## src/rtl/tcu_fedp_sequencer.sv

```systemverilog
// Sequences a K-step dot-product job through one fused dot-product unit,
// feeding each FEDP result back as the next step's C operand.
module tcu_fedp_sequencer #(
  parameter int unsigned N            = 1,
  parameter int unsigned FEDP_LATENCY = 10,
  parameter int unsigned KW           = 4,
  parameter int unsigned TAGW         = 8
) (
  input  logic              clk,
  input  logic              reset_n,
  input  logic              req_valid,
  output logic              req_ready,
  input  logic [2:0]        req_fmt_s,
  input  logic [2:0]        req_fmt_d,
  input  logic [KW-1:0]     req_ksteps,
  input  logic [31:0]       req_c,
  input  logic [TAGW-1:0]   req_tag,
  input  logic              op_valid,
  output logic              op_ready,
  input  logic [N*32-1:0]   op_a,
  input  logic [N*32-1:0]   op_b,
  output logic              fedp_enable,
  output logic [2:0]        fedp_fmt_s,
  output logic [2:0]        fedp_fmt_d,
  output logic [N*32-1:0]   fedp_a_row,
  output logic [N*32-1:0]   fedp_b_col,
  output logic [31:0]       fedp_c_val,
  input  logic [31:0]       fedp_d_val,
  output logic              rsp_valid,
  input  logic              rsp_ready,
  output logic [31:0]       rsp_d,
  output logic [TAGW-1:0]   rsp_tag,
  output logic              rsp_err
);

  localparam int unsigned DW = N * 32;
  localparam int unsigned CW = $clog2(FEDP_LATENCY + 2);

  typedef enum logic [1:0] {
    S_IDLE  = 2'd0,
    S_ISSUE = 2'd1,
    S_WAIT  = 2'd2,
    S_RESP  = 2'd3
  } state_e;

  state_e            state_q, state_d;
  logic              req_ready_q, req_ready_d;
  logic              op_ready_q, op_ready_d;
  logic              rsp_valid_q, rsp_valid_d;
  logic              en_q, en_d;
  logic [2:0]        fmt_s_q, fmt_s_d;
  logic [2:0]        fmt_d_q, fmt_d_d;
  logic [TAGW-1:0]   tag_q, tag_d;
  logic [KW-1:0]     steps_q, steps_d;
  logic [CW-1:0]     wait_q, wait_d;
  logic [31:0]       acc_q, acc_d;
  logic              err_q, err_d;
  logic [DW-1:0]     a_q, a_d;
  logic [DW-1:0]     b_q, b_d;
  logic [31:0]       c_q, c_d;

  // Next-state and datapath update
  always_comb begin
    state_d = state_q;
    en_d    = 1'b1;
    fmt_s_d = fmt_s_q;
    fmt_d_d = fmt_d_q;
    tag_d   = tag_q;
    steps_d = steps_q;
    wait_d  = wait_q;
    acc_d   = acc_q;
    err_d   = err_q;
    a_d     = a_q;
    b_d     = b_q;
    c_d     = c_q;

    case (state_q)
      S_IDLE: begin
        if (req_valid && req_ready_q) begin
          fmt_s_d = req_fmt_s;
          fmt_d_d = req_fmt_d;
          tag_d   = req_tag;
          steps_d = req_ksteps;
          acc_d   = req_c;
          err_d   = !(req_fmt_s inside {3'd1, 3'd2, 3'd3});
          state_d = (req_ksteps == KW'(0)) ? S_RESP : S_ISSUE;
        end
      end
      S_ISSUE: begin
        if (op_valid && op_ready_q) begin
          a_d     = op_a;
          b_d     = op_b;
          c_d     = acc_q;
          wait_d  = CW'(FEDP_LATENCY);
          steps_d = steps_q - KW'(1);
          state_d = S_WAIT;
        end
      end
      S_WAIT: begin
        // Capture only in the cycle the issued operands reach d_val
        if (wait_q == CW'(0)) begin
          acc_d   = err_q ? 32'd0 : fedp_d_val;
          state_d = (steps_q == KW'(0)) ? S_RESP : S_ISSUE;
        end else begin
          wait_d = wait_q - CW'(1);
        end
      end
      S_RESP: begin
        if (rsp_ready && rsp_valid_q) begin
          state_d = S_IDLE;
        end
      end
      default: state_d = S_IDLE;
    endcase

    req_ready_d = (state_d == S_IDLE);
    op_ready_d  = (state_d == S_ISSUE);
    rsp_valid_d = (state_d == S_RESP);
  end

  always_ff @(posedge clk or negedge reset_n) begin
    if (!reset_n) begin
      state_q     <= S_IDLE;
      req_ready_q <= 1'b0;
      op_ready_q  <= 1'b0;
      rsp_valid_q <= 1'b0;
      en_q        <= 1'b0;
      fmt_s_q     <= 3'd0;
      fmt_d_q     <= 3'd0;
      tag_q       <= '0;
      steps_q     <= '0;
      wait_q      <= '0;
      acc_q       <= 32'd0;
      err_q       <= 1'b0;
      a_q         <= '0;
      b_q         <= '0;
      c_q         <= 32'd0;
    end else begin
      state_q     <= state_d;
      req_ready_q <= req_ready_d;
      op_ready_q  <= op_ready_d;
      rsp_valid_q <= rsp_valid_d;
      en_q        <= en_d;
      fmt_s_q     <= fmt_s_d;
      fmt_d_q     <= fmt_d_d;
      tag_q       <= tag_d;
      steps_q     <= steps_d;
      wait_q      <= wait_d;
      acc_q       <= acc_d;
      err_q       <= err_d;
      a_q         <= a_d;
      b_q         <= b_d;
      c_q         <= c_d;
    end
  end

  assign req_ready   = req_ready_q;
  assign op_ready    = op_ready_q;
  assign rsp_valid   = rsp_valid_q;
  assign fedp_enable = en_q;
  assign fedp_fmt_s  = fmt_s_q;
  assign fedp_fmt_d  = fmt_d_q;
  assign fedp_a_row  = a_q;
  assign fedp_b_col  = b_q;
  assign fedp_c_val  = c_q;
  assign rsp_d       = acc_q;
  assign rsp_tag     = tag_q;
  assign rsp_err     = err_q;

endmodule

```

## config.mk

```make
export PLATFORM = sky130hd
export DESIGN_NAME = tcu_fedp_sequencer
export DESIGN_NICKNAME = d
export VERILOG_FILES = /design/src/rtl/tcu_fedp_sequencer.sv
export SDC_FILE = /design/constraint.sdc
export NUM_CORES = 1
export LEC_CHECK = 0
export BUFFER_PORTS_ARGS = -buffer_cell sky130_fd_sc_hd__buf_2
export CORE_ASPECT_RATIO = 2
export CORE_MARGIN = 5
export CORE_UTILIZATION = 25
export CTS_BUF_LIST = sky130_fd_sc_hd__clkbuf_4
export DETAILED_ROUTE_END_ITERATION = 16
export SLEW_MARGIN = 30
export SYNTH_ARGS = -nofsm -noshare
export SYNTH_HDL_FRONTEND = slang
export SYNTH_SLANG_ARGS = --single-unit
export TNS_END_PERCENT = 100
```

## constraint.sdc

```tcl
create_clock -name clk -period 1.65 [get_ports clk]
set_input_delay 0.0825 -clock clk [delete_from_list [all_inputs] [get_ports clk]]
set_output_delay 0.0825 -clock clk [all_outputs]
set_load 0.02 [all_outputs]
```

# After elaboration in Yosys (flattened, before gate mapping)
# Cells that the tools add are included.
[op_classes] addsub=2 n_mux=17 reduce_logical=18 n_eq_ne=12
[op_table] operator="2-to-1 mux 32 bit" n=3
[op_table] operator="one-hot mux 32 bit (2 select lines)" n=1
[op_table] operator="2-to-1 mux 4 bit" n=4
[op_table] operator="one-hot mux 4 bit (2 select lines)" n=2
[op_table] operator="zero test 4 bit" n=3
[op_table] operator="2-to-1 mux 2 bit" n=6
[op_table] operator="AND reduction 3 bit" n=3
[op_table] operator="!= test 2 bit (second input constant)" n=4
[op_table] operator="one-hot mux 2 bit (4 select lines)" n=1
[op_table] operator="subtractor 4 x 1 -> 4 bit (second input constant)" n=2
[op_table] operator="equality test 2 bit (second input constant)" n=3
[op_table] operator="equality test 3 x 2 -> 1 bit (second input constant)" n=2
[op_table] operator="nonzero test 2 bit" n=3
[op_table] operator="equality test 2 x 1 -> 1 bit (second input constant)" n=2
[op_table] operator="zero test 2 bit" n=2
[op_table] operator="AND reduction 2 bit" n=2
[op_table] operator="equality test 3 x 1 -> 1 bit (second input constant)" n=1
[op_table] operator="logical AND 1 bit" n=3
[op_table] operator="nonzero test 3 bit" n=1
[op_table] operator="zero test 1 bit" n=1
[word_totals] register_bits=157 elab_cells=64

# Logic depth before layout (Yosys ltp)
[depth] ltp_word=5 depth_mapped=8 ltp_nobuf=6

# Worst setup path after synthesis
# OpenSTA, ideal clock, no wires.
[synth_timing] path_kind="register -> register" from="register req_ready_q, in the netlist req_ready" to="register rsp_valid_q, in the netlist rsp_valid" stages_incl_launch_ff=6 n_path_buf=1 slack_ps=-97 t_arrival_ps=1628 path_cell_list="dfrtp_1 -> nor4bb_1 -> buf_6 -> a22o_1 -> or4_4 -> and2_1"
[synth_via] elab_chain_cells=4
[synth_rtl] item="from (decl)" line_no="47" text="logic req_ready_q, req_ready_d;"
[synth_rtl] item="from (signal assigned)" line_no="140" text="req_ready_q <= req_ready_d;"
[synth_rtl] item="logical AND 1 bit" line_no="79" text="if (req_valid && req_ready_q) begin"
[synth_rtl] item="2-to-1 mux 2 bit" line_no="79"
[synth_rtl] item="one-hot mux 2 bit (4 select lines)" line_no="77" text="case (state_q)"
[synth_rtl] item="named net state_d[1]" line_no="46" text="state_e state_q, state_d;"
[synth_rtl] item="equality test 2 bit" line_no="118" text="rsp_valid_d = (state_d == S_RESP);"
[synth_rtl] item="named net rsp_valid_d" line_no="49" text="logic rsp_valid_q, rsp_valid_d;"
[synth_rtl] item="to (signal assigned)" line_no="142" text="rsp_valid_q <= rsp_valid_d;"
[synth_rtl] item="to (decl)" line_no="49"
# The timed path passes the listed nets, and every way through them passes these cells.
# A chain may end at the register's enable or synchronous reset.

# Final worst setup path
[layout_timing] from="register wait_q[1]" to="register rsp_valid_q, in the netlist rsp_valid"
[layout_via] elab_chain_cells=4
[layout_rtl] item="from (decl)" line_no="55" text="logic [CW-1:0] wait_q, wait_d;"
[layout_rtl] item="from (signal assigned)" line_no="148" text="wait_q <= wait_d;"
[layout_rtl] item="zero test 4 bit" line_no="101" text="if (wait_q == CW'(0)) begin"
[layout_rtl] item="2-to-1 mux 2 bit" line_no="101"
[layout_rtl] item="one-hot mux 2 bit (4 select lines)" line_no="77"
[layout_rtl] item="named net state_d[1]" line_no="46"
[layout_rtl] item="equality test 2 bit" line_no="118"
[layout_rtl] item="named net rsp_valid_d" line_no="49"
# The timed path passes the listed nets, and every way through them passes these cells.

==> results.toml <==
[sta]
finalSetupViolations = 25
fin_skew_ns = 0.0188
final_max_slew_viol_count = 0
rsz0062_at_grt = "true"
layout_min_cycle_time_ns = 1.75
fin_crit_sh_pct = 106
setup_slack_ns = -0.105
finalHoldViolCount = 0
fmax_mhz = 570
hold_slack_ns = 0.147

[critical_path]
cp-start-kind = "flop"
crit_required_ns = 2.16
rrSetupSlack_ns = -0.10
worst_path_max_delay_cell = "or4_4"
crit_path_max_fanout = 4
path_delay_family = "simple AND/OR/NAND/NOR gates"
end_kind = "flop"
crit_buf_inv = 2
critPathKind = "reg2reg"
slowest_delay_ns = 0.44
path_cells = "inv_1, ha_2, nor3b_4, buf_4, nor2_2, or4_4, and2_4"
critPathArrivalTime_ns = 2.26

[power_and_ir_drop]
vdd_drop_max_uv = 1050
p_int_mw = 10.5
p_clk_share_pct = 13.0
sw_frac_of_total_pct = 44.3
comb_power_share_pct = 50.4
p_seq_share_pct = 36.6
power_density_mw_per_mm2 = 1710
p_sw_mw = 8.36
leakagePower_nw = 5.73
power_mw = 18.9

[finish]
mostFrequentLayoutCells = "nand2_1, buf_2, dfrtp_1"
finalNetCount = 1327
design_area_sq_mm = 0.0110
layout_commonest_cell = "nand2_1"
drive_gt1_share_pct = 38.0
syn2layout_area_growth_pct = 71.9
nFillCells = 2316

[status]
violations = "negative setup slack"
status = "finished, violations left"

[yosys]
yosysTopAreaCell = "dfrtp_1"
synthCells = 696
ys_types = 33
avgSynthCellArea_sq_um = 9.21
synth_top_area_share_pct = 61.3
synth_warnings = 0
synth.net_count = 850
syn_area_sq_mm = 0.00641
synth-seq-cells = 157
synthTopCellsByArea = "dfrtp_1, nand2_1, nor3b_1, a21oi_1, o21ai_0"
yosysSeqAreaShare_pct = 61.3

[die]
fp-row-count = 83
core_area_sq_mm = 0.0254
pin_count = 298
initial_core_util_pct = 25.2
die_w_um = 123
dieArea_sq_mm = 0.0291
die_y_um = 236

[run]
maxCapViolations = 0

[placed_design]
finalWeightedCongestion = 0.849
place.port_buffers = 297
place_area_sq_mm = 0.00856
place_hpwl_mm = 16.0

[clock_tree]
clk_pin_slew_ns = 0.14
cts-root-buf = "clkbuf_4"
numCtsBuffers = 17
clock_path_buffers = 2
cts_tree = "built"
h-tree-depth = 4
worstSkewPairLatency_ns = 0.60
clock-sinks = 157

[drt]
firstDrtPassIters = 5
first_iter_violations = 316
wl_per_cell_um = 16.7
drc = 0
routed_via_density = 4.40
vias = 6726
antenna_left = 0
wl_mm = 25.5

[global_route]
grt_max_degree = 90
track_usage_pct = 16.9
first_global_vias = 7064
antenna_found_initial = 1
grt_pass1_wl_mm = 37.7
overflow = 0

[hold_path]
hold_class = "in2reg"
==> through the flow <==
| step | worst slack [ns] | cells | util (%) | setup TNS [ns] |
|---|---|---|---|---|
| final | -0.105 | 1527 | 43.3 | -0.926 |
| after CTS | -0.0873 | 1518 | 42.2 | -0.232 |
| after detailed placement | -0.128 | 1320 | 33.6 | -0.578 |
| after floorplan | -0.0639 | 696 | - | -0.0705 |
| after global routing | -0.150 | 1527 | 43.3 | -3.12 |
| after global placement | -0.0516 | 1320 | 33.6 | -0.0837 |
==> worst min-delay path, delay by kind of cell <==
| family | cells | cell delay (ns) |
|---|---|---|
| buffers and inverters | 1 | 0.09 |
| AND/OR/NAND/NOR | 2 | 0.37 |
| AO/OA/AOI/OAI | 1 | 0.19 |
==> state kept, by name, summed over array words and instances, names as in the netlist, 3 cells and up <==
name,count
fedp_a_row,32
fedp_b_col,32
fedp_c_val,32
fedp_fmt_d,3
fedp_fmt_s,3
rsp_d,32
rsp_tag,8
steps_q,4
wait_q,4
==> logic make-up after synthesis <==
family          Yosys count  synth area share (%)
simple gates            387                  25.4
flops                   157                  61.3
compound gates           82                  6.68
buf+inv                  49                  3.08
mux                      17                  2.93
fa+ha+maj                 3                 0.586
other cells               1                0.0585
==> layer usage <==
metal  wire length (um)  up-vias  share of wire [%]  track usage (%)
met2              11900      376                 47             27.8
met1              10100     3120                 40             19.4
met4                868        0                3.4             8.20
met5                  0        -                  0                0
li1                   -     3189                  -                -
met3               2550       41                 10             5.54
==> worst paths after layout <==
path	startpoint	endpoint	cells past startpoint
worst min register to register	fedp_c_val[28]	fedp_c_val[28]	2
worst min-delay path	req_valid	state_q[1]	4
worst max register to register	wait_q[1]	rsp_valid	7
min in group asynchronous	reset_n	fedp_b_col[25]	3
max in group asynchronous	reset_n	fedp_a_row[24]	4
worst max-delay path	wait_q[1]	rsp_valid	7
==> cell usage after synthesis (all sizes together) <==
master  instances
a21oi          39
a221o           1
a22o            1
a31oi           1
and2            1
and4b           1
buf            12
clkbuf         31
conb            1
dfrtp         157
ha              3
inv             6
mux2           14
mux2i           3
nand2         329
nand2b          2
nand3           2
nor2           10
nor2b           1
nor3            2
nor3b          34
nor4            1
nor4b           1
nor4bb          1
o211ai          1
o21ai          37
o22ai           1
o311ai          1
or3             1
or4             1
==> power by group through the flow <==
stage / registers (mW) / clock network (mW) / logic (mW)
floorplan: 8.64 / 0 / 2.64
global placement: 6.83 / 0 / 7.76
detailed placement: 6.89 / 0 / 7.92
CTS: 6.83 / 2.55 / 9.01
global route: 7.13 / 2.70 / 10.3
finish: 6.90 / 2.45 / 9.51
==> what timing repair did <==
item / 4_1_cts / 5_1_grt
hold buffers: 150 / 0
resized for setup: 60 / 54
cloned: 7 / 4
hold endpoints to repair: 279 / 0
buffers inserted: 10 / 5
pin swaps: 19 / 5
endpoints found under the setup margin: 70 / 68
==> layout make-up <==
| cell class | instances | area [sq um] | area share [%] |
|---|---|---|---|
| flip-flops and latches | 157 | 3930 | 35.7 |
| repair buffers | 501 | 3810 | 34.5 |
| clock inverters | 13 | 149 | 1.35 |
| well taps | 340 | 425 | 3.86 |
| inverters | 6 | 22.5 | 0.204 |
| multi-input cells | 490 | 2540 | 23.0 |
| diodes | 1 | 2.50 | 0.0227 |
| clock buffers | 19 | 143 | 1.29 |
Note: power is estimated with default switching activity, not from simulation.
